File: config.mk
export PLATFORM = sky130hd
export DESIGN_NAME = crc16_check_flat
export DESIGN_NICKNAME = d
export VERILOG_FILES = /design/src/rtl/crc16_check_pkg.sv /design/src/rtl/crc16_check_if.sv /design/src/rtl/crc16_check_step.sv /design/src/rtl/crc16_check.sv /design/src/flat_wrapper.sv
export SDC_FILE = /design/constraint.sdc
export NUM_CORES = 1
export LEC_CHECK = 0
export ABC_AREA = 1
export CORE_MARGIN = 2
export CORE_UTILIZATION = 30
export DETAILED_ROUTE_END_ITERATION = 6
export SLEW_MARGIN = 10
export SYNTH_ARGS = -nofsm -noshare
export SYNTH_HDL_FRONTEND = slang
export SYNTH_SLANG_ARGS = --single-unit
File: constraint.sdc
create_clock -name clk -period 3.1 [get_ports clk]
set_clock_uncertainty 0.15 [all_clocks]
set_input_delay 0.31 -clock clk [delete_from_list [all_inputs] [get_ports clk]]
set_output_delay 0.31 -clock clk [all_outputs]
set_load 0.01 [all_outputs]
File: src/rtl/crc16_check_pkg.sv
// Shared CRC-16 (Gen2/CCITT) constants and checker state type.
// Also used by the generator side for POLY/PRESET.
package crc16_check_pkg;
    localparam logic [15:0] CRC16_POLY    = 16'h1021;
    localparam logic [15:0] CRC16_PRESET  = 16'hFFFF;
    localparam logic [15:0] CRC16_RESIDUE = 16'h1D0F;
    localparam int unsigned CRC16_MIN_BITS = 16;
    localparam int unsigned CRC16_CNT_W    = 8;

    typedef enum logic [1:0] {
        ST_IDLE = 2'd0,
        ST_RUN  = 2'd1,
        ST_DONE = 2'd2
    } crc16_state_t;
endpackage

File: src/rtl/crc16_check_if.sv
// Demodulator/parser-facing bit stream and result bundle of the CRC-16 checker.
interface crc16_check_if #(
    parameter int unsigned CNT_W = 8
);
    logic             sof;
    logic             bit_valid;
    logic             bit_in;
    logic             eof;
    logic             busy;
    logic             done;
    logic             crc_ok;
    logic             short_err;
    logic [CNT_W-1:0] bit_count;

    modport master (
        output sof, bit_valid, bit_in, eof,
        input  busy, done, crc_ok, short_err, bit_count
    );

    modport slave (
        input  sof, bit_valid, bit_in, eof,
        output busy, done, crc_ok, short_err, bit_count
    );
endinterface

File: src/rtl/crc16_check_step.sv
// One-bit MSB-first CRC-16 update; shared with the tag's CRC-16 generator.
module crc16_step #(
    parameter logic [15:0] POLY = 16'h1021
) (
    input  logic [15:0] crc_in,
    input  logic        bit_in,
    output logic [15:0] crc_out
);
    logic fb;

    always_comb begin
        fb      = bit_in ^ crc_in[15];
        crc_out = {crc_in[14:0], 1'b0} ^ (fb ? POLY : 16'h0000);
    end
endmodule

File: src/rtl/crc16_check.sv
// Receive-side CRC-16 checker: absorbs command bits plus trailing CRC and
// reports crc_ok / short_err against the Gen2 residue at end of frame.
module crc16_check
    import crc16_check_pkg::*;
#(
    parameter logic [15:0] POLY     = CRC16_POLY,
    parameter logic [15:0] PRESET   = CRC16_PRESET,
    parameter logic [15:0] RESIDUE  = CRC16_RESIDUE,
    parameter int unsigned MIN_BITS = CRC16_MIN_BITS,
    parameter int unsigned CNT_W    = CRC16_CNT_W
) (
    input  logic          clk,
    input  logic          reset_n,
    crc16_check_if.slave  bus
);
    crc16_state_t     state_q, state_d;
    logic [15:0]      crc_q, crc_d;
    logic [CNT_W-1:0] cnt_q, cnt_d;
    logic             crc_ok_q, crc_ok_d;
    logic             short_err_q, short_err_d;

    logic [15:0]      step_base;
    logic [15:0]      step_out;
    logic [CNT_W-1:0] cnt_inc;

    // A sof restarts from PRESET, so a same-cycle bit steps from PRESET.
    assign step_base = bus.sof ? PRESET : crc_q;

    crc16_step #(.POLY(POLY)) u_step (
        .crc_in  (step_base),
        .bit_in  (bus.bit_in),
        .crc_out (step_out)
    );

    assign cnt_inc = (cnt_q == '1) ? cnt_q : cnt_q + 1'b1;

    always_comb begin
        state_d     = state_q;
        crc_d       = crc_q;
        cnt_d       = cnt_q;
        crc_ok_d    = crc_ok_q;
        short_err_d = short_err_q;

        if (bus.sof) begin
            state_d     = ST_RUN;
            crc_d       = bus.bit_valid ? step_out : PRESET;
            cnt_d       = bus.bit_valid ? CNT_W'(1) : '0;
            crc_ok_d    = 1'b0;
            short_err_d = 1'b0;
        end else begin
            unique case (state_q)
                ST_IDLE: begin
                    if (bus.eof) begin
                        state_d     = ST_DONE;
                        crc_ok_d    = 1'b0;
                        short_err_d = 1'b1;
                    end
                end
                ST_RUN: begin
                    if (bus.bit_valid) begin
                        crc_d = step_out;
                        cnt_d = cnt_inc;
                    end
                    // Judge on the post-update register/count so an eof-cycle bit counts.
                    if (bus.eof) begin
                        state_d     = ST_DONE;
                        short_err_d = (cnt_d < CNT_W'(MIN_BITS + 16));
                        crc_ok_d    = ~short_err_d & (crc_d == RESIDUE);
                    end
                end
                ST_DONE: state_d = ST_IDLE;
                default: state_d = ST_IDLE;
            endcase
        end
    end

    always_ff @(posedge clk or negedge reset_n) begin
        if (!reset_n) begin
            state_q     <= ST_IDLE;
            crc_q       <= PRESET;
            cnt_q       <= '0;
            crc_ok_q    <= 1'b0;
            short_err_q <= 1'b0;
        end else begin
            state_q     <= state_d;
            crc_q       <= crc_d;
            cnt_q       <= cnt_d;
            crc_ok_q    <= crc_ok_d;
            short_err_q <= short_err_d;
        end
    end

    assign bus.busy      = (state_q == ST_RUN);
    assign bus.done      = (state_q == ST_DONE);
    assign bus.crc_ok    = crc_ok_q;
    assign bus.short_err = short_err_q;
    assign bus.bit_count = cnt_q;
endmodule
File: src/flat_wrapper.sv
// flat-port wrapper written by rule: the top's interface ports become plain ports
module crc16_check_flat import crc16_check_pkg::*;
#(
    parameter logic [15:0] POLY     = CRC16_POLY,
    parameter logic [15:0] PRESET   = CRC16_PRESET,
    parameter logic [15:0] RESIDUE  = CRC16_RESIDUE,
    parameter int unsigned MIN_BITS = CRC16_MIN_BITS,
    parameter int unsigned CNT_W    = CRC16_CNT_W
)
  (clk, reset_n, bus_sof, bus_bit_valid, bus_bit_in, bus_eof, bus_busy, bus_done, bus_crc_ok, bus_short_err, bus_bit_count);
  crc16_check_if #(.CNT_W(CNT_W)) bus_i ();
  input  logic clk;
  input  logic reset_n;
  input wire logic [$bits(bus_i.sof)-1:0] bus_sof;
  input wire logic [$bits(bus_i.bit_valid)-1:0] bus_bit_valid;
  input wire logic [$bits(bus_i.bit_in)-1:0] bus_bit_in;
  input wire logic [$bits(bus_i.eof)-1:0] bus_eof;
  output wire logic [$bits(bus_i.busy)-1:0] bus_busy;
  output wire logic [$bits(bus_i.done)-1:0] bus_done;
  output wire logic [$bits(bus_i.crc_ok)-1:0] bus_crc_ok;
  output wire logic [$bits(bus_i.short_err)-1:0] bus_short_err;
  output wire logic [$bits(bus_i.bit_count)-1:0] bus_bit_count;
  assign bus_i.sof = bus_sof;
  assign bus_i.bit_valid = bus_bit_valid;
  assign bus_i.bit_in = bus_bit_in;
  assign bus_i.eof = bus_eof;
  assign bus_busy = bus_i.busy;
  assign bus_done = bus_i.done;
  assign bus_crc_ok = bus_i.crc_ok;
  assign bus_short_err = bus_i.short_err;
  assign bus_bit_count = bus_i.bit_count;
  crc16_check #(.POLY(POLY), .PRESET(PRESET), .RESIDUE(RESIDUE), .MIN_BITS(MIN_BITS), .CNT_W(CNT_W)) u_core (.clk(clk), .reset_n(reset_n), .bus(bus_i));
endmodule
==> reports/qor.yml <==
setup_path:
  r2r_end: "u_core.bus.bit_count[3]"
  path_common_cell: "nand2_1"
  critPathCaptureType: "register"
  worstPathMaxFanout: 17
  slowest_delay_ps: 790
  criticalPathCategory: "in2reg"
  critPathArrivalTime_ps: 2210
  crit_required_ps: 3170
  reg2reg_depth: 11
  cpMaxStageDelayCell: "clkdlybuf4s50_1"
  cp-startpoint: "bus_bit_valid"
  worstPathCellList: "clkdlybuf4s50_1 > inv_2 > nand2_1 > o21ai_0 > nor2_1 > nand2_1 > nor2_1 > nand3_1 > nor2_1 > nand2_1 > nand2_1"
  rrSetupSlack_ps: 1220
  r2r-start: "u_core.bus.bit_count[0]"
  setup.worst_path.start_class: "input pin"
finish:
  nFillCells: 569
  antennaDiodeCount: 0
  seq_area_um2: 720.7
  area_delta_synth_final_pct: 17.96
  drive_above_1_share_pct: 11.91
  fin_nets: 243
  multi_input_area_um2: 725.7
  fin_area_mm2: 0.001898
  final_core_util_pct: 36.93
clocking:
  clock_latency_ps: 280
  clockBufferDepth: 2
  post_cts_resized: 0
  cts_sinks: 28
  clock-root-buffer: "clkbuf_8"
  htree_levels: 1
  post-cts-setup-buffers: 0
  hold_buffers: 0
  clkTransAtPathRegs_ps: 90
  cts_tree: "done"
  numCtsBuffers: 3
global_route:
  grt_antenna_before_repair: 0
  grt.total_usage_pct: 13.23
  grt_max_degree: 29
  overflow: 0
  grt_pass1_vias: 1392
  grt_pass1_wl_mm: 6.410
run_status:
  status: "finished, final reports clean"
route:
  dr_wl_met3_um: 138
  wl_per_cell_um: 11.78
  routed_wl_mm: 3.592
  firstDrtPassIters: 4
  via_per_inst: 4.607
  drc_errors: 0
  routed.top_layer: "met4"
  final_antenna_net_count: 0
  vias: 1405
  dr_wl_met2_mm: 1.640
  drtIter0Drc: 76
  drt-met1-wl_mm: 1.789
logic_synthesis:
  yosysUniqueCellTypes: 26
  netlist_area_mm2: 0.001609
  synthCells: 217
  synth_area_leaders: "dfstp_2 26%, dfrtp_1 19%, nand2_1 15%"
  seq_area_frac_synth_pct: 44.79
  synth_top_cell_by_area: "dfstp_2"
  async_flop_share_pct: 100.0
  syn_area_per_cell_um2: 7.415
  synth_top_area_share_pct: 26.13
  syn_nets: 224
  ys_ff_latch: 28
  synth_flop_cell: "dfstp_2"
  synth_edf_count: 0
  ys_warn_count: 0
timing:
  relSlewSlack_pct: 66.13
  fin_crit_sh_pct: 69.08
  fin_ws_ps: 958.4
  final.setup.tns_ps: 0
  fmax_ghz: 0.4669
  layout_min_cycle_time_ps: 2142
  slew_violations: 0
  hold_viol: 0
  setup_viol: 0
  tightest_slew_ps: 506.5
  rsz0062_at_grt: "no"
pwr:
  p_per_area_mw_per_mm2: 403.6
  leakage_nw: 0.8781
  ir_drop_uv: 155.3
  finalPower_uw: 766.1
place:
  dp_hpwl_mm: 2.735
  dp_slack_ps: 671.9
  gp_congestion: 0.8445
  port-buffer-count: 17
  place_area_mm2: 0.001843
die:
  die_w_um: 77.24
  start_util_pct: 31.30
  dieHeight_um: 77.24
  row_count: 26
  die_area_mm2: 0.005965
  pin_count: 18
  core_mm2: 0.005140
hold_path:
  hold_path_class: "in2async"
flow_run:
  max_cap_viol_count: 0
## layout make-up
| class | instances | area share, % |
|---|---|---|
| Sequential cell | 28 | 37.97 |
| Multi-Input combinational cell | 152 | 38.23 |
| Timing Repair Buffer | 20 | 10.15 |
| Inverter | 31 | 6.131 |
| Clock buffer | 4 | 2.900 |
| Tap cell | 70 | 4.614 |
## layout by cell type, fill, tap and decap left out, types with 2 or more instances in the layout
| master | netlist | routed |
|---|---|---|
| a21oi_1 | 8 | 8 |
| a22oi_1 | 6 | 6 |
| buf_4 | 4 | 3 |
| clkbuf_8 | 0 | 4 |
| clkdlybuf4s50_1 | 0 | 17 |
| dfrtp_1 | 12 | 12 |
| dfstp_2 | 16 | 16 |
| inv_1 | 28 | 28 |
| inv_2 | 2 | 2 |
| nand2_1 | 65 | 65 |
| nand3_1 | 14 | 14 |
| nor2_1 | 22 | 22 |
| o21ai_0 | 16 | 16 |
| o22a_1 | 5 | 5 |
| o22ai_1 | 6 | 6 |
## power breakdown
group / switching [mW] / internal, mW / total, mW / leakage, nW
Combinational: 0.0804 / 0.0484 / 0.129 / 0.520
Clock: 0.113 / 0.114 / 0.227 / 0.0288
Sequential: 0.0154 / 0.395 / 0.410 / 0.329
## registers in the layout, indices dropped and copies added, names as in the netlist
| register | cells |
|---|---|
| u_core.crc_q | 16 |
| u_core.bus.bit_count | 8 |
| u_core.state_q | 2 |
| u_core.bus.crc_ok | 1 |
| u_core.bus.short_err | 1 |
## how the worst max path moves through the flow
stage,slack (ps),endpoint
2_1_floorplan,1410,u_core.bus.bit_count[3]
3_3_place_gp,650,u_core.bus.crc_ok
3_5_place_dp,670,u_core.bus.crc_ok
4_1_cts,980,u_core.bus.crc_ok
5_1_grt,810,u_core.bus.crc_ok
6_report,960,u_core.bus.crc_ok
## critical path, delay by kind of cell
kind	cells	cell delay, ps
compound gates	1	130
buf+inv	2	1040
simple gates	8	710
## kinds of logic after synthesis
group	synth area share, %
and+or+nand+nor	27.14
AOI/OAI and AO/OA	16.10
buffers and inverters	10.11
DFF	44.79
xor gates and xnor gates	1.089
adders and majority gates	0.7775
## cells in the mapped netlist, types with 2 or more instances
cell / number
a21oi_1: 8
a22oi_1: 6
buf_4: 4
dfrtp_1: 12
dfstp_2: 16
inv_1: 28
inv_2: 2
nand2_1: 65
nand3_1: 14
nor2_1: 22
o21ai_0: 16
o22a_1: 5
o22ai_1: 6
## metrics by stage
stage,hold slack (ps),std cells
global route,292.8,305
floorplan,-135.6,217
detailed placement,322.4,301
global placement,319.8,301
CTS,259.3,305
finish,252.0,305
## per-layer routing
layer | vias up | global-route usage (%)
met1 | 637 | 18.67
li1 | 736 | -
met2 | 30 | 20.96
met4 | 0 | 3.750
met3 | 2 | 2.118
met5 | - | 0
Power figures use the tool's default switching activity.
